`src/rtl/lut_stream_decoder_pkg.sv`:
```
// lut_stream_decoder_pkg
//    Shared constants for the LUT stream decoder: the push-code encoding
//    seen on the push_code input, the one-bit tag stored alongside each
//    buffered symbol, and a constant-foldable log2 helper used to size
//    FIFO pointers and counters.
package lut_stream_decoder_pkg;

    // Push-code encoding on the push_code input
    localparam logic [1:0] PC_IDLE = 2'd0;
    localparam logic [1:0] PC_SYM  = 2'd1;
    localparam logic [1:0] PC_LIT  = 2'd2;
    localparam logic [1:0] PC_LUT  = 2'd3;

    // Entry tag stored in the FIFO MSB above the symbol bits
    localparam logic TAG_LOOKUP  = 1'b0;
    localparam logic TAG_LITERAL = 1'b1;

    // Ceiling log2, usable in parameter context; bounded loop keeps it
    // synthesizable.
    function automatic int clog2f(input int value);
        int result;
        result = 0;
        for (int i = 0; i < 31; i++) begin
            if ((1 << i) < value) begin
                result = i + 1;
            end
        end
        return result;
    endfunction

endpackage

```
`src/rtl/lut_stream_decoder_fifo.sv`:
```
// sd_fifo
//    Synchronous first-word-fall-through FIFO used to buffer tagged input
//    symbols ahead of the decoder's S1 stage.
//    Ports:
//       clk, rst   clock and synchronous active-high reset
//       push_i     write din_i (ignored when already holding DEPTH entries)
//       pop_i      drop the head entry (ignored when empty)
//       din_i      entry to write
//       dout_o     current head entry, valid whenever empty_o is low
//       empty_o    no entries held
//       count_o    number of entries held (0..DEPTH)
module sd_fifo
    import lut_stream_decoder_pkg::*;
#(
    parameter int WIDTH = 9,
    parameter int DEPTH = 16
) (
    input  logic                      clk,
    input  logic                      rst,
    input  logic                      push_i,
    input  logic                      pop_i,
    input  logic [WIDTH-1:0]          din_i,
    output logic [WIDTH-1:0]          dout_o,
    output logic                      empty_o,
    output logic [clog2f(DEPTH):0]    count_o
);

    localparam int AW = clog2f(DEPTH);
    localparam int CW = AW + 1;

    logic [WIDTH-1:0] mem [DEPTH];
    logic [AW-1:0]    wrPtr_q;
    logic [AW-1:0]    rdPtr_q;
    logic [CW-1:0]    count_q;
    logic [CW-1:0]    count_d;
    logic             doPush;
    logic             doPop;

    // Guard the requests locally so the pointers can never run past the
    // stored data, whatever the caller does.
    assign doPush  = push_i && (count_q != CW'(DEPTH));
    assign doPop   = pop_i && (count_q != '0);
    assign empty_o = (count_q == '0);
    assign count_o = count_q;
    assign dout_o  = mem[rdPtr_q];

    // Occupancy: a simultaneous push and pop leaves the count unchanged.
    always_comb begin
        count_d = count_q;
        if (doPush && !doPop) begin
            count_d = count_q + CW'(1);
        end else if (doPop && !doPush) begin
            count_d = count_q - CW'(1);
        end
    end

    // Storage array has no reset so it can map onto distributed RAM.
    always_ff @(posedge clk) begin
        if (doPush) begin
            mem[wrPtr_q] <= din_i;
        end
    end

    // Pointers wrap naturally because DEPTH is a power of two.
    always_ff @(posedge clk) begin
        if (rst) begin
            wrPtr_q <= '0;
            rdPtr_q <= '0;
            count_q <= '0;
        end else begin
            count_q <= count_d;
            if (doPush) begin
                wrPtr_q <= wrPtr_q + AW'(1);
            end
            if (doPop) begin
                rdPtr_q <= rdPtr_q + AW'(1);
            end
        end
    end

endmodule

```
`src/rtl/lut_stream_decoder.sv`:
```
// lut_stream_decoder
//    Table-driven symbol decoder. Symbols and literals are buffered in a
//    FIFO, staged through S1, then emitted one per cycle either translated
//    through a runtime-loadable LUT or passed through as literals.
//    Ports:
//       clk, rst     clock and synchronous active-high reset
//       push_code    0 idle, 1 lookup symbol, 2 literal, 3 LUT write
//       d            symbol, literal or LUT write data
//       full         FIFO holds FIFO_DEPTH entries
//       half_full    FIFO holds at least FIFO_DEPTH/2 entries
//       lut_counter  next LUT write address
//       overflow     sticky flag: a push was dropped while full
//       q            decoded word, valid while push_out is high
//       push_out     one-cycle valid strobe for q
//       stall        downstream backpressure
module lut_stream_decoder
    import lut_stream_decoder_pkg::*;
#(
    parameter int WIDTH_IN   = 8,
    parameter int WIDTH_OUT  = 8,
    parameter int FIFO_DEPTH = 16
) (
    input  logic                 clk,
    input  logic                 rst,
    input  logic [1:0]           push_code,
    input  logic [WIDTH_IN-1:0]  d,
    output logic                 full,
    output logic                 half_full,
    output logic [WIDTH_IN-1:0]  lut_counter,
    output logic                 overflow,
    output logic [WIDTH_OUT-1:0] q,
    output logic                 push_out,
    input  logic                 stall
);

    localparam int AW       = clog2f(FIFO_DEPTH);
    localparam int CW       = AW + 1;
    localparam int EW       = WIDTH_IN + 1;
    localparam int LUT_SIZE = 2 ** WIDTH_IN;

    logic [WIDTH_OUT-1:0] lut [LUT_SIZE];

    logic [CW-1:0]        fifoCount;
    logic                 fifoEmpty;
    logic [EW-1:0]        fifoDin;
    logic [EW-1:0]        fifoDout;
    logic                 fifoPush;
    logic                 fifoPop;
    logic                 isPush;
    logic                 isLutWrite;
    logic                 fire;

    logic                 valid1_q, valid1_d;
    logic                 tag1_q, tag1_d;
    logic [WIDTH_IN-1:0]  sym1_q, sym1_d;

    logic [WIDTH_IN-1:0]  lutCounter_q;
    logic                 overflow_q;
    logic [WIDTH_OUT-1:0] lutRead_q;
    logic [WIDTH_OUT-1:0] litWord_q;
    logic                 litSel_q;
    logic                 pushOut_q;

    // Flags come straight from the registered occupancy, so a dequeue on
    // the same edge cannot make room for a push that sees full.
    assign isPush     = (push_code == PC_SYM) || (push_code == PC_LIT);
    assign isLutWrite = (push_code == PC_LUT);
    assign full       = (fifoCount == CW'(FIFO_DEPTH));
    assign half_full  = (fifoCount >= CW'(FIFO_DEPTH / 2));
    assign fifoPush   = isPush && !full;
    assign fifoDin    = {(push_code == PC_LIT) ? TAG_LITERAL : TAG_LOOKUP, d};
    assign fire       = valid1_q && !stall;
    assign fifoPop    = !fifoEmpty && (!valid1_q || !stall);

    sd_fifo #(
        .WIDTH (EW),
        .DEPTH (FIFO_DEPTH)
    ) u_fifo (
        .clk     (clk),
        .rst     (rst),
        .push_i  (fifoPush),
        .pop_i   (fifoPop),
        .din_i   (fifoDin),
        .dout_o  (fifoDout),
        .empty_o (fifoEmpty),
        .count_o (fifoCount)
    );

    // S1 refills from the FIFO head whenever it is empty or emitting this
    // cycle; otherwise it holds its entry across a stall.
    always_comb begin
        valid1_d = valid1_q;
        tag1_d   = tag1_q;
        sym1_d   = sym1_q;
        if (fifoPop) begin
            valid1_d = 1'b1;
            tag1_d   = fifoDout[WIDTH_IN];
            sym1_d   = fifoDout[WIDTH_IN-1:0];
        end else if (fire) begin
            valid1_d = 1'b0;
        end
    end

    always_ff @(posedge clk) begin
        if (rst) begin
            valid1_q <= 1'b0;
            tag1_q   <= TAG_LOOKUP;
            sym1_q   <= '0;
        end else begin
            valid1_q <= valid1_d;
            tag1_q   <= tag1_d;
            sym1_q   <= sym1_d;
        end
    end

    // LUT write port and write-address counter; the counter wraps at the
    // table size. The table itself is never reset.
    always_ff @(posedge clk) begin
        if (!rst && isLutWrite) begin
            lut[lutCounter_q] <= WIDTH_OUT'(d);
        end
    end

    always_ff @(posedge clk) begin
        if (rst) begin
            lutCounter_q <= '0;
            overflow_q   <= 1'b0;
        end else begin
            if (isLutWrite) begin
                lutCounter_q <= lutCounter_q + WIDTH_IN'(1);
            end
            if (isPush && full) begin
                overflow_q <= 1'b1;
            end
        end
    end

    // Registered LUT read addressed from S1 so the table maps onto block
    // RAM. A write to the same address on the same edge lands after this
    // read, giving read-before-write.
    always_ff @(posedge clk) begin
        if (fire) begin
            lutRead_q <= lut[sym1_q];
        end
    end

    // Output side: the literal path and the select are registered next to
    // the RAM output. Reset selects the zeroed literal word so q reads 0
    // without needing to reset the RAM read register.
    always_ff @(posedge clk) begin
        if (rst) begin
            pushOut_q <= 1'b0;
            litSel_q  <= 1'b1;
            litWord_q <= '0;
        end else begin
            pushOut_q <= fire;
            if (fire) begin
                litSel_q  <= (tag1_q == TAG_LITERAL);
                litWord_q <= WIDTH_OUT'(sym1_q);
            end
        end
    end

    assign q           = litSel_q ? litWord_q : lutRead_q;
    assign push_out    = pushOut_q;
    assign lut_counter = lutCounter_q;
    assign overflow    = overflow_q;

endmodule
```
`config.mk`:
```
export PLATFORM = sky130hd
export DESIGN_NAME = lut_stream_decoder
export DESIGN_NICKNAME = d
export VERILOG_FILES = /design/src/rtl/lut_stream_decoder_pkg.sv /design/src/rtl/lut_stream_decoder_fifo.sv /design/src/rtl/lut_stream_decoder.sv
export SDC_FILE = /design/constraint.sdc
export NUM_CORES = 2
export LEC_CHECK = 0
export CORE_MARGIN = 4
export CORE_UTILIZATION = 40
export DETAILED_ROUTE_END_ITERATION = 8
export HOLD_SLACK_MARGIN = 0.02
export PLACE_DENSITY = 0.51
export REMOVE_ABC_BUFFERS = 1
export SLEW_MARGIN = 40
export SYNTH_ARGS = -nofsm -noshare
export SYNTH_HDL_FRONTEND = slang
export SYNTH_HIERARCHICAL = 1
export SYNTH_SLANG_ARGS = --single-unit
```
`constraint.sdc`:
```
create_clock -name clk -period 6.5 [get_ports clk]
set_clock_uncertainty 0.15 [all_clocks]
set_input_delay 1.95 -clock clk [delete_from_list [all_inputs] [get_ports clk]]
set_output_delay 1.95 -clock clk [all_outputs]
set_load 0.02 [all_outputs]
```
# After elaboration in Yosys (flattened, before gate mapping)
# Memory sizes are Yosys's and may differ from the RTL's. A register that Yosys moved wholly into a read port is not among the register bits.
# Cells that the tools add are included.
[word_totals]
register_bits = 33
ram_bits = 2192
memories = 2
input_bits = 13
[op_classes]
n_mux = 10
addsub = 5
n_lt_le_gt_ge = 1
reduce_logical = 22
n_eq_ne = 5
[memory_table]
columns = ["memory", "depth", "word_bits", "read_ports", "rd_ports_with_merged_regs", "wr", "line_no", "source"]
rows = [
  ["lut", 256, 8, 1, 1, 1, "lut_stream_decoder.sv:41", "logic [WIDTH_OUT-1:0] lut [LUT_SIZE];"],
  ["u_fifo.mem", 16, 9, 1, 1, 1, "lut_stream_decoder_fifo.sv:31", "logic [WIDTH-1:0] mem [DEPTH];"],
]
[ops]
columns = ["operator", "n"]
rows = [
  ["$mux 5", 2],
  ["$logic_and 1x1->1", 9],
  ["$add 4x1->4 const B", 2],
  ["$add 8x1->8 const B", 1],
  ["$mux 8", 1],
  ["$logic_not 1->1", 7],
  ["$mux 1", 7],
  ["$add 5x1->5 const B", 1],
  ["$eq 5x5->1 const B", 1],
  ["$ge 5x4->1 const B", 1],
  ["$logic_not 5->1", 1],
  ["$ne 5x5->1 const B", 1],
  ["$reduce_bool 5->1", 1],
  ["$sub 5x1->5 const B", 1],
  ["$eq 2x2->1 const B", 2],
  ["$reduce_bool 2->1", 2],
  ["$eq 2x1->1 const B", 1],
  ["$logic_or 1x1->1", 2],
]

# Logic depth before layout (Yosys ltp)
[logic_depth]
word_depth = 8
mapped_depth = 14
ltp_nobuf = 12

# Hierarchy
# Netlist, hierarchy kept.
[by_module_without_submodules]
columns = ["module", "cells_each", "seq_area_each_um2", "instances", "area_per_inst_um2"]
rows = [
  ["lut_stream_decoder", 3893, 62319.8, 1, 80697.4],
  ["sd_fifo", 335, 4664.5, 1, 6356.1],
]

# Worst setup path after synthesis
# No wires, ideal clock.
[synth_path]
kind = "input to register"
start = "input port stall"
end = "register u_fifo.count_q[4], in the netlist u_fifo/count_o[4]"
setup_ps = 121
t_arrival_ps = 4118
path_buffers = 1
slack_ps = 2111
cell_stages = 12
required_ps = 6229
path_cell_list = "nand2_1 -> nand2b_1 -> clkbuf_1 -> clkinv_1 -> o21ai_4 -> ha_1 -> inv_1 -> fa_1 -> nand3_1 -> a211oi_1 -> a31oi_1 -> mux2_2"
[synth_via]
elab_chain_cells = 7
word_cells_on_any_way = 9
[synth_rtl]
columns = ["item", "line_no", "source"]
rows = [
  ["from (decl)", "lut_stream_decoder.sv:33", "input logic stall"],
  ["$logic_not 1->1 (*)", "lut_stream_decoder.sv:73", "assign fifoPop = !fifoEmpty && (!valid1_q || !stall);"],
  ["$logic_or 1x1->1 (*)", "lut_stream_decoder.sv:73", ""],
  ["$logic_and 1x1->1 (*)", "lut_stream_decoder.sv:73", ""],
  ["via fifoPop", "lut_stream_decoder.sv:48", "logic fifoPop;"],
  ["$logic_and 1x1->1 (*)", "lut_stream_decoder_fifo.sv:42", "assign doPop = pop_i && (count_q != '0);"],
  ["$logic_not 1->1", "lut_stream_decoder_fifo.sv:50", "if (doPush && !doPop) begin"],
  ["$logic_and 1x1->1", "lut_stream_decoder_fifo.sv:50", ""],
  ["$mux 5 or $reduce_bool 2->1 (tied branches)", "n/a", ""],
  ["to (signal assigned)", "lut_stream_decoder_fifo.sv:71", "count_q <= count_d;"],
  ["to (decl)", "lut_stream_decoder_fifo.sv:34", "logic [CW-1:0] count_q;"],
]
# The timed path passes the listed nets; every way through them passes the cells marked *.
# A chain may end at the register's enable or synchronous reset.

# Worst setup path in the final report
[layout_path]
start = "input port push_code[1]"
end = "memory lut[73][4] (enable)"
[layout_via]
elab_chain_cells = 4
[layout_rtl]
columns = ["item", "line_no", "source"]
rows = [
  ["from (decl)", "lut_stream_decoder.sv:25", "input logic [1:0] push_code,"],
  ["$eq 2x2->1", "lut_stream_decoder.sv:67", "assign isLutWrite = (push_code == PC_LUT);"],
  ["$logic_and 1x1->1", "lut_stream_decoder.sv:119", "if (!rst && isLutWrite) begin"],
  ["$mux 1", "lut_stream_decoder.sv:119", ""],
  ["$mux 1 (implied by the code)", "lut_stream_decoder.sv:120", "lut[lutCounter_q] <= WIDTH_OUT'(d);"],
  ["to (decl)", "lut_stream_decoder.sv:41", ""],
]
# Every way passes these cells.

==> results.ini <==
[job]
maxCapViolCount=0

[sta]
relSlewSlack=0.3672
slew_violations=0
setup_viol=0
tightest_slew_ns=0.9492
layout_min_cycle_time_ns=4.851
fmax_mhz=206.2
finalHoldViolCount=0
final.period_utilization=0.7462
rsz0062_at_grt=false
timing.setup.tns_ns=0
setup_slack_ns=1.649

[placement]
place.gp.congestion=0.7975
io_buffers=32
pre_cts_slack_ns=0.8862
hpwl_mm=142.1

[worst_setup_path]
crit_type=input pin to flop
critical_path.max_fanout=19
crit_start=push_code[1]
cp.arrival_ns=5.16
r2r-start=sym1_q[2]
end_kind=flop
critPathCapture=lut[73][4]
r2r_end=lutRead_q[1]
required_ns=6.81
worst-r2r-cell-count=8
startpoint_type=input pin
rrSetupSlack_ns=2.13

[hold_path]
hold_class=flop to flop

[finish]
final_cell_mix=edfxtp_1 (2200), mux4_2 (486), nor2_1 (288)
nNetsFinal=4390
area_delta_synth_final_pct=13.43
final_common_cell=edfxtp_1
layout-drive-gt1-share=0.2395

[global_route]
grt_max_degree=157
grt_pass1_vias=43563
gr-total-overflow=0
grt_pass1_wl_mm=331.3
antenna_found_initial=8
grt_usage=0.2055

[status]
status=complete, no violations

[clocking]
cts.reportedPaths.clkPinSlew_ns=0.06
htree_levels=4
root_buffer=clkbuf_16
cts_setup_buffers=0
cts.repair.resized=0
clkLatencyLatePin_ns=0.86
cts_buffers=226
cts_sinks=2246
clockBufferDepth=3
cts_tree=built
hold_buffers=0

[logic_synthesis]
yosysTopAreaCell=edfxtp_1
synth_top_area_share=0.7589
netlist_area_sq_um=87050
postSynthAreaPerCell_sq_um=20.59
synthFlopType=edfxtp_1
ys_seq_elements=2246
synthArstFlopShare=0
synth_edf_count=2200
synthTopCellsByArea=edfxtp_1 (76%), mux4_2 (13%), a22oi_1 (1.7%)
syn_inst=4228
ys_seq_area_frac=0.7695
synth_cell_types=67
yosys_warnings=6

[route]
routedWlPerCell_um=31.28
drtIter0Drc=4571
viasPerCell=5.738
num_vias=42447
postRouteAntennaNets=0
wl_mm=231.4
drc=0
dr.pass1.iters=5

[power]
p_leak_nw=29.69
powerDensity_nw_per_um2=391.4
ir_worst_vdd_mv=0.2842

[floorplan]
num_rows=170
die_w_um=474.5
ios=33
fp.dieH_um=474.5
dieArea_sq_um=225200
core-area_sq_um=215500
initial_core_util=0.4040

==> through the flow <==
stage | cell area, sq um | util | total power (W) | hold WS [ns] | cells
after floorplan | 85580 | - | 0.02257 | 0.2768 | 3966
after global placement | 90760 | 0.4212 | 0.02580 | 0.2879 | 6962
after detailed placement | 90990 | 0.4223 | 0.02583 | 0.2955 | 6967
after CTS | 98590 | 0.4575 | 0.03902 | 0.3046 | 7390
after global routing | 98730 | 0.4582 | 0.04012 | 0.3280 | 7395
final | 98740 | 0.4583 | 0.03865 | 0.3046 | 7398
==> Yosys cell counts, drive strengths merged (5+ instances only) <==
| library cell | count |
|---|---|
| edfxtp | 2200 |
| mux4 | 486 |
| nor2 | 314 |
| a22oi | 196 |
| buf | 144 |
| a21oi | 132 |
| clkbuf | 118 |
| nand2 | 112 |
| mux2i | 93 |
| dfxtp | 46 |
| o221ai | 36 |
| mux2 | 31 |
| nand3 | 28 |
| a221oi | 22 |
| a22o | 21 |
| o21ai | 21 |
| inv | 20 |
| nor2b | 17 |
| a211oi | 16 |
| and2 | 16 |
| ha | 15 |
| nor4 | 14 |
| nor3 | 11 |
| o22ai | 11 |
| nand4 | 10 |
| xor2 | 9 |
| o31ai | 7 |
| a211o | 6 |
| a31o | 6 |
| o21a | 6 |
| xnor2 | 6 |
| a31oi | 5 |
| nand2b | 5 |
==> routing by layer <==
layer  up-vias  track usage  part of all wire
met2      1558       0.3249              0.48
li1      17854            -                 -
met3       307      0.04732             0.076
met1     22728       0.2927              0.43
met5         -            0                 0
met4         0      0.04569             0.020
==> registers in the layout (all words and copies together), names as in the netlist, 4 cells and up, named ones only <==
signal          cells
lut              2048
u_fifo/mem        144
litWord_q           8
lutRead_q           8
lut_counter         8
sym1_q              8
u_fifo/count_o      5
u_fifo/rdPtr_q      4
u_fifo/wrPtr_q      4
==> kinds of logic (layout without fill, tap and decap cells) <==
logic type	count (synthesis)	after routing	synth area share
adders and majority gates	16	16	0.002386
xor gates and xnor gates	15	15	0.001509
muxes	610	610	0.1404
buffers and inverters	284	612	0.01791
AOI/OAI and AO/OA	504	504	0.04078
other	0	4	0
and+or+nand+nor	553	553	0.02752
DFF	2246	2246	0.7695
==> worst max-delay path, stage by stage <==
cell and delay [ns]:
clkdlybuf4s50_1 0.48, ha_1 0.24, nor2b_1 0.27, buf_4 0.47
nand3_2 0.71, buf_12 0.43, nor2_1 0.57
==> area by class of cell <==
type	count	area, sq um
clock buffer	266	5927
tap	2838	3551
clock inverter	157	1673
fill	17971	116700
inverter	22	82.58
multi-input combinational	1698	18730
antenna	4	10.01
sequential	2246	67000
timing repair buffer	167	1770
==> where the power goes <==
group	total, W	internal, W	switching (W)
clock network	0.0132	0.00757	0.00563
logic	0.00916	0.00362	0.00554
registers	0.0163	0.0160	0.000238
==> how the worst min path moves through the flow <==
stage / start / to / cells after the start
final: litWord_q[6] / litWord_q[6] / 2
after global routing: litWord_q[6] / litWord_q[6] / 2
after CTS: litWord_q[6] / litWord_q[6] / 2
after detailed placement: litWord_q[7] / litWord_q[7] / 2
after global placement: litWord_q[6] / litWord_q[6] / 2
after floorplan: litWord_q[0] / litWord_q[0] / 2
(Power assumes the default switching activity.)
